### config.mk
export PLATFORM = sky130hd
export DESIGN_NAME = uart_cmd_parser
export DESIGN_NICKNAME = d
export VERILOG_FILES = /design/src/rtl/uart_cmd_parser.sv
export SDC_FILE = /design/constraint.sdc
export NUM_CORES = 1
export LEC_CHECK = 0
export ABC_AREA = 1
export BUFFER_PORTS_ARGS = -buffer_cell sky130_fd_sc_hd__buf_2
export CORE_UTILIZATION = 25
export CTS_BUF_LIST = sky130_fd_sc_hd__clkbuf_4 sky130_fd_sc_hd__clkbuf_8
export CTS_CLUSTER_DIAMETER = 120
export DETAILED_ROUTE_END_ITERATION = 10
export PLACE_DENSITY_LB_ADDON = 0.08
export SLEW_MARGIN = 20
export SYNTH_ARGS = -nofsm -noshare
export SYNTH_HDL_FRONTEND = slang
export SYNTH_SLANG_ARGS = --single-unit
### constraint.sdc
create_clock -name clk -period 4.1 [get_ports clk]
set_clock_uncertainty 0.1 [all_clocks]
set_input_delay 0.615 -clock clk [delete_from_list [all_inputs] [get_ports clk]]
set_output_delay 0.615 -clock clk [all_outputs]
set_load 0.03 [all_outputs]
### src/rtl/uart_cmd_parser.sv
// Decodes 6-byte host command frames (A5 CMD D0 D1 CHK 5A) from the UART receiver
// and drives the runtime configuration registers, with accept/reject pulses and error count.
module uart_cmd_parser #(
  parameter int unsigned TIMEOUT_CYC = 1_000_000,
  parameter int unsigned X_LIMIT     = 320,
  parameter int unsigned Y_LIMIT     = 240
) (
  input  logic       clk,
  input  logic       reset,
  input  logic       rx_done,
  input  logic [7:0] rx_data,
  output logic       traffic_sel,
  output logic       sw_sel,
  output logic       manual_en,
  output logic       manual_light,
  output logic       coord_ovr_en,
  output logic [9:0] x_min_ovr,
  output logic [9:0] x_max_ovr,
  output logic [9:0] y_min_ovr,
  output logic [9:0] y_max_ovr,
  output logic       cmd_ok,
  output logic       cmd_err,
  output logic [7:0] err_count
);

  localparam int unsigned TW = (TIMEOUT_CYC > 2) ? $clog2(TIMEOUT_CYC) : 1;

  localparam logic [7:0] SOF_BYTE     = 8'hA5;
  localparam logic [7:0] EOF_BYTE     = 8'h5A;
  localparam logic [7:0] CMD_MODE     = 8'h01;
  localparam logic [7:0] CMD_XMIN     = 8'h10;
  localparam logic [7:0] CMD_XMAX     = 8'h11;
  localparam logic [7:0] CMD_YMIN     = 8'h12;
  localparam logic [7:0] CMD_YMAX     = 8'h13;
  localparam logic [7:0] CMD_COORD_EN = 8'h14;

  typedef enum logic [2:0] {
    IDLE, GET_CMD, GET_D0, GET_D1, GET_CHK, GET_EOF
  } state_t;

  state_t        state_q, state_d;
  logic [7:0]    cmd_q, d0_q, d1_q, chk_q;
  logic [TW-1:0] tmo_q;
  logic [9:0]    val_c;
  logic          cmd_good_c, frame_good_c, expire_c, accept_c, reject_c;

  // Frame validation, evaluated while the EOF byte is on rx_data
  always_comb begin
    val_c      = {d0_q[1:0], d1_q};
    cmd_good_c = 1'b0;
    case (cmd_q)
      CMD_MODE, CMD_COORD_EN: cmd_good_c = 1'b1;
      CMD_XMIN, CMD_XMAX:
        cmd_good_c = (d0_q[7:2] == 6'd0) && ({1'b0, val_c} < 11'(X_LIMIT));
      CMD_YMIN, CMD_YMAX:
        cmd_good_c = (d0_q[7:2] == 6'd0) && ({1'b0, val_c} < 11'(Y_LIMIT));
      default: cmd_good_c = 1'b0;
    endcase
    frame_good_c = (rx_data == EOF_BYTE) && (chk_q == (cmd_q ^ d0_q ^ d1_q)) && cmd_good_c;
  end

  always_ff @(posedge clk or posedge reset) begin
    if (reset) state_q <= IDLE;
    else       state_q <= state_d;
  end

  // Next state; a byte arriving on the expiry cycle takes priority over the timeout
  always_comb begin
    state_d  = state_q;
    accept_c = 1'b0;
    reject_c = 1'b0;
    expire_c = (state_q != IDLE) && !rx_done && (tmo_q == TW'(TIMEOUT_CYC - 1));
    if (rx_done) begin
      case (state_q)
        IDLE:    if (rx_data == SOF_BYTE) state_d = GET_CMD;
        GET_CMD: state_d = GET_D0;
        GET_D0:  state_d = GET_D1;
        GET_D1:  state_d = GET_CHK;
        GET_CHK: state_d = GET_EOF;
        GET_EOF: begin
          state_d  = IDLE;
          accept_c = frame_good_c;
          reject_c = !frame_good_c;
        end
        default: state_d = IDLE;
      endcase
    end else if (expire_c) begin
      state_d  = IDLE;
      reject_c = 1'b1;
    end
  end

  always_ff @(posedge clk or posedge reset) begin
    if (reset) begin
      cmd_q        <= '0;
      d0_q         <= '0;
      d1_q         <= '0;
      chk_q        <= '0;
      tmo_q        <= '0;
      cmd_ok       <= 1'b0;
      cmd_err      <= 1'b0;
      err_count    <= '0;
      traffic_sel  <= 1'b0;
      sw_sel       <= 1'b0;
      manual_en    <= 1'b0;
      manual_light <= 1'b0;
      coord_ovr_en <= 1'b0;
      x_min_ovr    <= '0;
      x_max_ovr    <= '0;
      y_min_ovr    <= '0;
      y_max_ovr    <= '0;
    end else begin
      if (rx_done) begin
        case (state_q)
          GET_CMD: cmd_q <= rx_data;
          GET_D0:  d0_q  <= rx_data;
          GET_D1:  d1_q  <= rx_data;
          GET_CHK: chk_q <= rx_data;
          default: ;
        endcase
      end

      if (state_q == IDLE || rx_done) tmo_q <= '0;
      else                            tmo_q <= tmo_q + TW'(1);

      cmd_ok  <= accept_c;
      cmd_err <= reject_c;
      if (reject_c && err_count != 8'hFF) err_count <= err_count + 8'd1;

      if (accept_c) begin
        case (cmd_q)
          CMD_MODE: begin
            traffic_sel  <= d0_q[0];
            sw_sel       <= d0_q[1];
            manual_en    <= d0_q[2];
            manual_light <= d0_q[3];
          end
          CMD_XMIN:     x_min_ovr    <= val_c;
          CMD_XMAX:     x_max_ovr    <= val_c;
          CMD_YMIN:     y_min_ovr    <= val_c;
          CMD_YMAX:     y_max_ovr    <= val_c;
          CMD_COORD_EN: coord_ovr_en <= d0_q[0];
          default: ;
        endcase
      end
    end
  end

endmodule

==> metrics.txt, run 1 <==
vias in the first global route 4007; minimum clock period 2.69 ns; Synth area leaders dfrtp_1 53%, nand2_1 15%, inv_1 5.1%; Area Overhead vs Synth 16.5%; R2R Path Start cmd_q[6]; FP Rows 52; Peak VDD IR 0.159 mV; setup_tns 0 ns; Slew @ Worst Pin 0.998 ns; cts repair resizes 0; die area 21200 µm²; drt wl/cell 14.2 µm; unrepaired setup endpoints after global routing false; Fin Hold WS 0.281 ns; combinational family with the most area after synthesis simple AND/OR/NAND/NOR gates; Post-CTS Setup Inserts 0; metal2 WL 6300 µm; most common cell after layout, fill and taps aside nand2_1; # clock sinks 110; Register-to-Register Setup Slack 1.41 ns; Synth top area share 53.3%; met1 wire length 6880 µm; fin util 29.7%; layout cells sized above 1 15.4%; vias per cell 4.35; sequential fraction of the synthesis area 53.3%; fmax 372 MHz; H-tree depth 3; CORE AREA 20200 µm²; I/O pin total 66; DRT antenna net count 0; global-route wire length before repair 22200 µm; post-synthesis compound-gate area fraction 9.23%; DPL Wire Length 10100 µm; Synthesized Nets 645; Root Driver clkbuf_8; clock buffer depth 2; final setup vio count 0; simple-gate share of the synthesized area 28.9%; Max Used Layer met4; MaxCap Viol Count 0; fin crit share 65.5%; Post-Syn Area per Cell 8.17 µm²; final hold vios 0; Rel. slew slack 33.0%; n_diodes 0; initial antenna violation count 0; clk_lat worst skew 0.39 ns; Main synth FF type dfrtp_1; synthesized instance count 632; multiplexer share of the synthesized area 0%; gpl congestion 0.860; Worst Reg-to-Reg Cells 9; nets 710; flops & latches, synth 110; detailed-route via count 4229; Synth Area in XOR/XNOR 1.19%; power per cell area 530 nW/µm²; Post-Syn Area 5160 µm²; crit end category register; Async SR Flop Fraction 100%; Adder-Cell Fraction of Synth Area 0.485%; Die Ht 146 µm; Total GRT Usage 13.5%; Post-synth EDFFs 0; crit path max fanout 26; drt first pass iters 5; leading cell types in the layout, fill and taps excluded 203 x nand2_1, 110 x dfrtp_1, 69 x inv_1, 65 x buf_2, 46 x o21ai_0; Critical Path RT 4.30 ns; Leak Pwr 0.00314 µW; Netlist cell types 35; Crit path arrival time 2.88 ns; Die Wd 146 µm; FF-to-FF End x_max_ovr[9]; Setup CP Type register to register; final wirelength 13800 µm; global route overflow 0; port bufs 65; pin count of the biggest net entering global routing 68; Yosys warning total 0; Worst setup SP type register; worst min-delay path class primary input to async pin; hold buffers post-CTS 0; max-slew violations 0; initial core utilization 25.5%; status finished, final reports clean; routed wl met3 419 µm; Clock Pin Slew Worst Setup and Hold Paths 0.12 ns; CTS tree yes; CTS buffer count 9; Post-route DRC 0; post-synth top area cell dfrtp_1; initial drt markers 212
-- critical path: stages (launching register included) --
cell and delay (ns):
dfrtp_1 0.42, nor2_1 0.23, nand2_1 0.14, inv_1 0.45, a21oi_1 0.15, nand2_1 0.15, nand4_4 0.14, nor2_8 0.33
nand3_2 0.26, and2_1 0.21
-- area by class of cell --
type,instances,area (µm²)
multi-input cells,433,2050
well taps,270,338
inverters,77,292
flip-flops and latches,110,2750
clock inverters,7,111
clock buffers,9,124
fillers,2217,14200
repair buffers,66,345
-- metrics by stage --
step	worst slack [ns]	power (µW)	std cells	area (µm²)
2_1_floorplan	0.483	2120	632	5160
3_3_place_gp	1.40	2440	956	5780
3_5_place_dp	1.37	2450	956	5780
4_1_cts	1.41	3240	972	6020
5_1_grt	1.08	3440	972	6020
6_report	1.41	3190	972	6020
-- registers in the layout, indices dropped and copies added, names as in the netlist, 3 cells and up --
name,flops
tmo_q,20
x_max_ovr,10
x_min_ovr,10
y_max_ovr,10
y_min_ovr,10
chk_q,8
cmd_q,8
d0_q,8
d1_q,8
err_count,8
state_q,3
-- power by group --
part           leakage, µW  switching [µW]  internal, µW
clock             0.000118             416           357
combinational      0.00155             619           269
sequential         0.00147             270          1260
total              0.00314            1310          1880
-- cell usage after synthesis (2+ instances only) --
library cell,n
o21ai_1,9
clkinv_1,2
nor3_1,16
nand3_2,2
o21ai_2,8
inv_2,5
dfrtp_1,110
nor3_2,2
nor2_1,42
buf_4,2
buf_6,2
nand3_1,37
o21a_1,2
nand2_4,2
nor4_1,5
nand2_1,203
nand4_1,21
xnor2_1,2
xor2_1,5
o21ai_0,46
nor2_2,3
ha_1,2
clkbuf_1,7
a21oi_1,17
inv_1,70
-- cell families (layout without fill, tap and decap cells) --
family                   Yosys count  in the layout
adder cells (fa/ha/maj)            2              2
AND/OR/NAND/NOR                  338            338
XOR/XNOR                           7              7
flip-flops                       110            110
AO/OA/AOI/OAI                     86             86
buffers and inverters             89            159
-- per-layer routing --
metal | up-vias | GRT usage (%)
li1 | 2174 | -
met1 | 1961 | 18.7
met2 | 80 | 21.4
met3 | 14 | 2.01
met4 | 0 | 4.68
met5 | - | 0
-- how the worst max path moves through the flow --
stage | startpoint | endpoint | slack (ns) | cells after the start
final | cmd_q[6] | x_max_ovr[9] | 1.41 | 9
after global routing | cmd_q[6] | x_max_ovr[9] | 1.08 | 9
after CTS | cmd_q[6] | x_max_ovr[9] | 1.41 | 9
after detailed placement | rx_data[7] | x_max_ovr[9] | 1.37 | 12
after global placement | rx_data[7] | x_max_ovr[9] | 1.40 | 12
after floorplan | reset | chk_q[0] | 0.48 | 1
(Power assumes the default switching activity.)
==> inputs of run 2 (changes only) <==
Settings changed: ABC_AREA 1 to 0.
Clock period 4.1 ns to 2.7 ns, I/O delays scaled along.
==> metrics.txt, run 2 <==
status finished, final reports clean; Rel. slew slack 57.0%; DRT antenna net count 0; layout cells sized above 1 43.1%; Worst Reg-to-Reg Cells 9; Gate power share 30.7%; met1 GRT Util 15.9%; R2R Path Start d0_q[1]; power per cell area 801 nW/µm²; Post-synth EDFFs 0; Root Driver clkbuf_8; Sw Share 33.8%; Total GRT Usage 12.5%; launch point of the critical path d0_q[1]; Netlist cell types 42; max FFs per register 20; Clock Pin Slew Worst Setup and Hold Paths 0.10 ns; detailed-route via count 3244; crit end category register; most common cell after layout, fill and taps aside dfrtp_1; FP Rows 51; Leak Pwr 0.00295 µW; Die Wd 143 µm; GR Layer Usage met3 3.20%; Area Overhead vs Synth 24.8%; Yosys warning total 0; initial core utilization 25.5%; Net Sw Power 1670 µW; clk_lat worst skew 0.38 ns; most frequent cells after synthesis 110 x dfrtp_1, 55 x mux2_2, 29 x nor2_1; gpl congestion 0.758; MaxCap Viol Count 0; most frequent cell after synthesis dfrtp_1; fin util 31.8%; Fin Hold WS 0.248 ns; final setup vio count 0; clock buffer depth 2; drt wl/cell 15.4 µm; worst min-delay path class primary input to register; global route overflow 0; fmax 385 MHz; Post-Syn Area per Cell 12.9 µm²; CTS buffer count 9; port bufs 65; pin count of the biggest net entering global routing 51; initial drt markers 105; I/O pin total 66; Critical Path RT 2.87 ns; leading cell types in the layout, fill and taps excluded 106 x dfrtp_1, 65 x buf_2, 55 x mux2_2, 29 x nor2_1, 28 x buf_4; max-slew violations 0; # clock sinks 110; CTS tree yes; Synth area leaders dfrtp_1 56%, mux2_2 13%, mux2_4 4.9%; Pwr Total 4930 µW; initial antenna violation count 1; Setup WS post-layout 0.101 ns; Die Ht 143 µm; vias in the first global route 3339; minimum clock period 2.60 ns; Main synth FF type dfrtp_1; flops & latches, synth 110; Post-route DRC 0; Synth top area share 55.7%; Post-Syn Area 4940 µm²; vias per cell 4.30; met2 usage 20.6%; Crit path arrival time 2.77 ns; Synthesized Nets 397; FF-to-FF End x_max_ovr[1]; DPL Wire Length 8450 µm; sequential fraction of the synthesis area 55.7%; pre-CTS setup slack -0.0255 ns; n_diodes 0; Setup CP Type register to register; Fill cells 2017; global-route wire length before repair 19100 µm; die area 20300 µm²; Peak VDD IR 0.279 mV; Slew @ Worst Pin 0.643 ns; Async SR Flop Fraction 100%; Pint 3270 µW; CORE AREA 19400 µm²; H-tree depth 3; crit path max fanout 8; Sequential Power Share 46.3%; post-synth top area cell dfrtp_1; synthesized instance count 384; critical path endpoint x_max_ovr[1]; Biggest register tmo_q; final hold vios 0; Register-to-Register Setup Slack 0.10 ns; final wirelength 11600 µm; Worst setup SP type register; nets 497; Clk pwr share 23.0%; drt first pass iters 4; busiest grt layer met2; fin crit share 96.2%
==> run 2: changes by cell type after synthesis, moves of 13 or more <==
cell	previous run	this run
a21oi_1	17	4
inv_1	70	8
mux2_2	0	55
mux2_4	0	16
nand2_1	203	16
nand3_1	37	14
nor2_1	42	29
o21ai_0	46	9
xnor2_1	2	25
xor2_1	5	19
==> run 2: metrics by stage <==
step           area (µm²)  instances  TNS (ns)
2_1_floorplan        4940        384         0
3_3_place_gp         5830        735    -0.160
3_5_place_dp         5830        735    -0.448
4_1_cts              6070        752         0
5_1_grt              6160        754   -0.0388
6_report             6160        754         0
==> run 2: cell families after synthesis <==
family / count (synthesis) / share of synthesized area, %
and+or+nand+nor: 120 / 14.4
DFF: 110 / 55.7
muxes: 71 / 17.4
xor gates and xnor gates: 44 / 7.80
AOI/OAI and AO/OA: 19 / 2.41
buffers and inverters: 18 / 1.70
adders and majority gates: 2 / 0.507
==> run 2: worst min path at each step <==
stage | start | endpoint | slack, ns | cells past startpoint
after floorplan | tmo_q[0] | tmo_q[0] | 0.36 | 1
after CTS | rx_done | state_q[0] | 0.22 | 3
final | rx_done | state_q[0] | 0.25 | 3
after global routing | rx_data[4] | chk_q[4] | 0.24 | 2
after detailed placement | y_max_ovr[8] | y_max_ovr[8] | 0.38 | 1
after global placement | tmo_q[0] | tmo_q[0] | 0.37 | 1
==> run 2: power by group through the flow <==
stage / sequential [µW] / combinational, µW / clock, µW
final: 2280 / 1520 / 1140
after detailed placement: 2300 / 1420 / 0
after floorplan: 2200 / 1020 / 0
after global placement: 2290 / 1410 / 0
after global routing: 2340 / 1670 / 1250
after CTS: 2270 / 1430 / 1210
==> run 2: layer usage <==
metal  share of wire [%]  routed length [µm]
met3                 4.2                 483
met2                  48                5600
met4                 1.2                 138
met5               0.077                   9
met1                  46                5390
==> run 2: critical path, cell delays in order (launching register included) <==
cell and delay [ns]:
dfrtp_2 0.48, xor2_2 0.21, xnor2_2 0.17, nor4_4 0.27, and4b_4 0.29, nand4_4 0.12
buf_6 0.16, nor3_4 0.21, buf_12 0.16, mux2_2 0.33
==> run 2: layout make-up <==
cell class,instances,area (µm²),area share [%]
clock buffer,11,145,2.36
multi-input combinational,256,2170,35.3
clock inverter,5,82.6,1.34
timing repair buffer,99,637,10.3
tap,265,332,5.38
sequential,110,2760,44.8
inverter,8,33.8,0.548
==> run 2: repair_timing <==
| item | 4_1_cts | 5_1_grt |
|---|---|---|
| setup buffers | 0 | 2 |
| hold buffers | 1 | 0 |
| endpoints found under the setup margin | 34 | 34 |
| pin swaps | 0 | 7 |
| resized for setup | 1 | 15 |
| endpoints found under the hold margin | 3 | 0 |
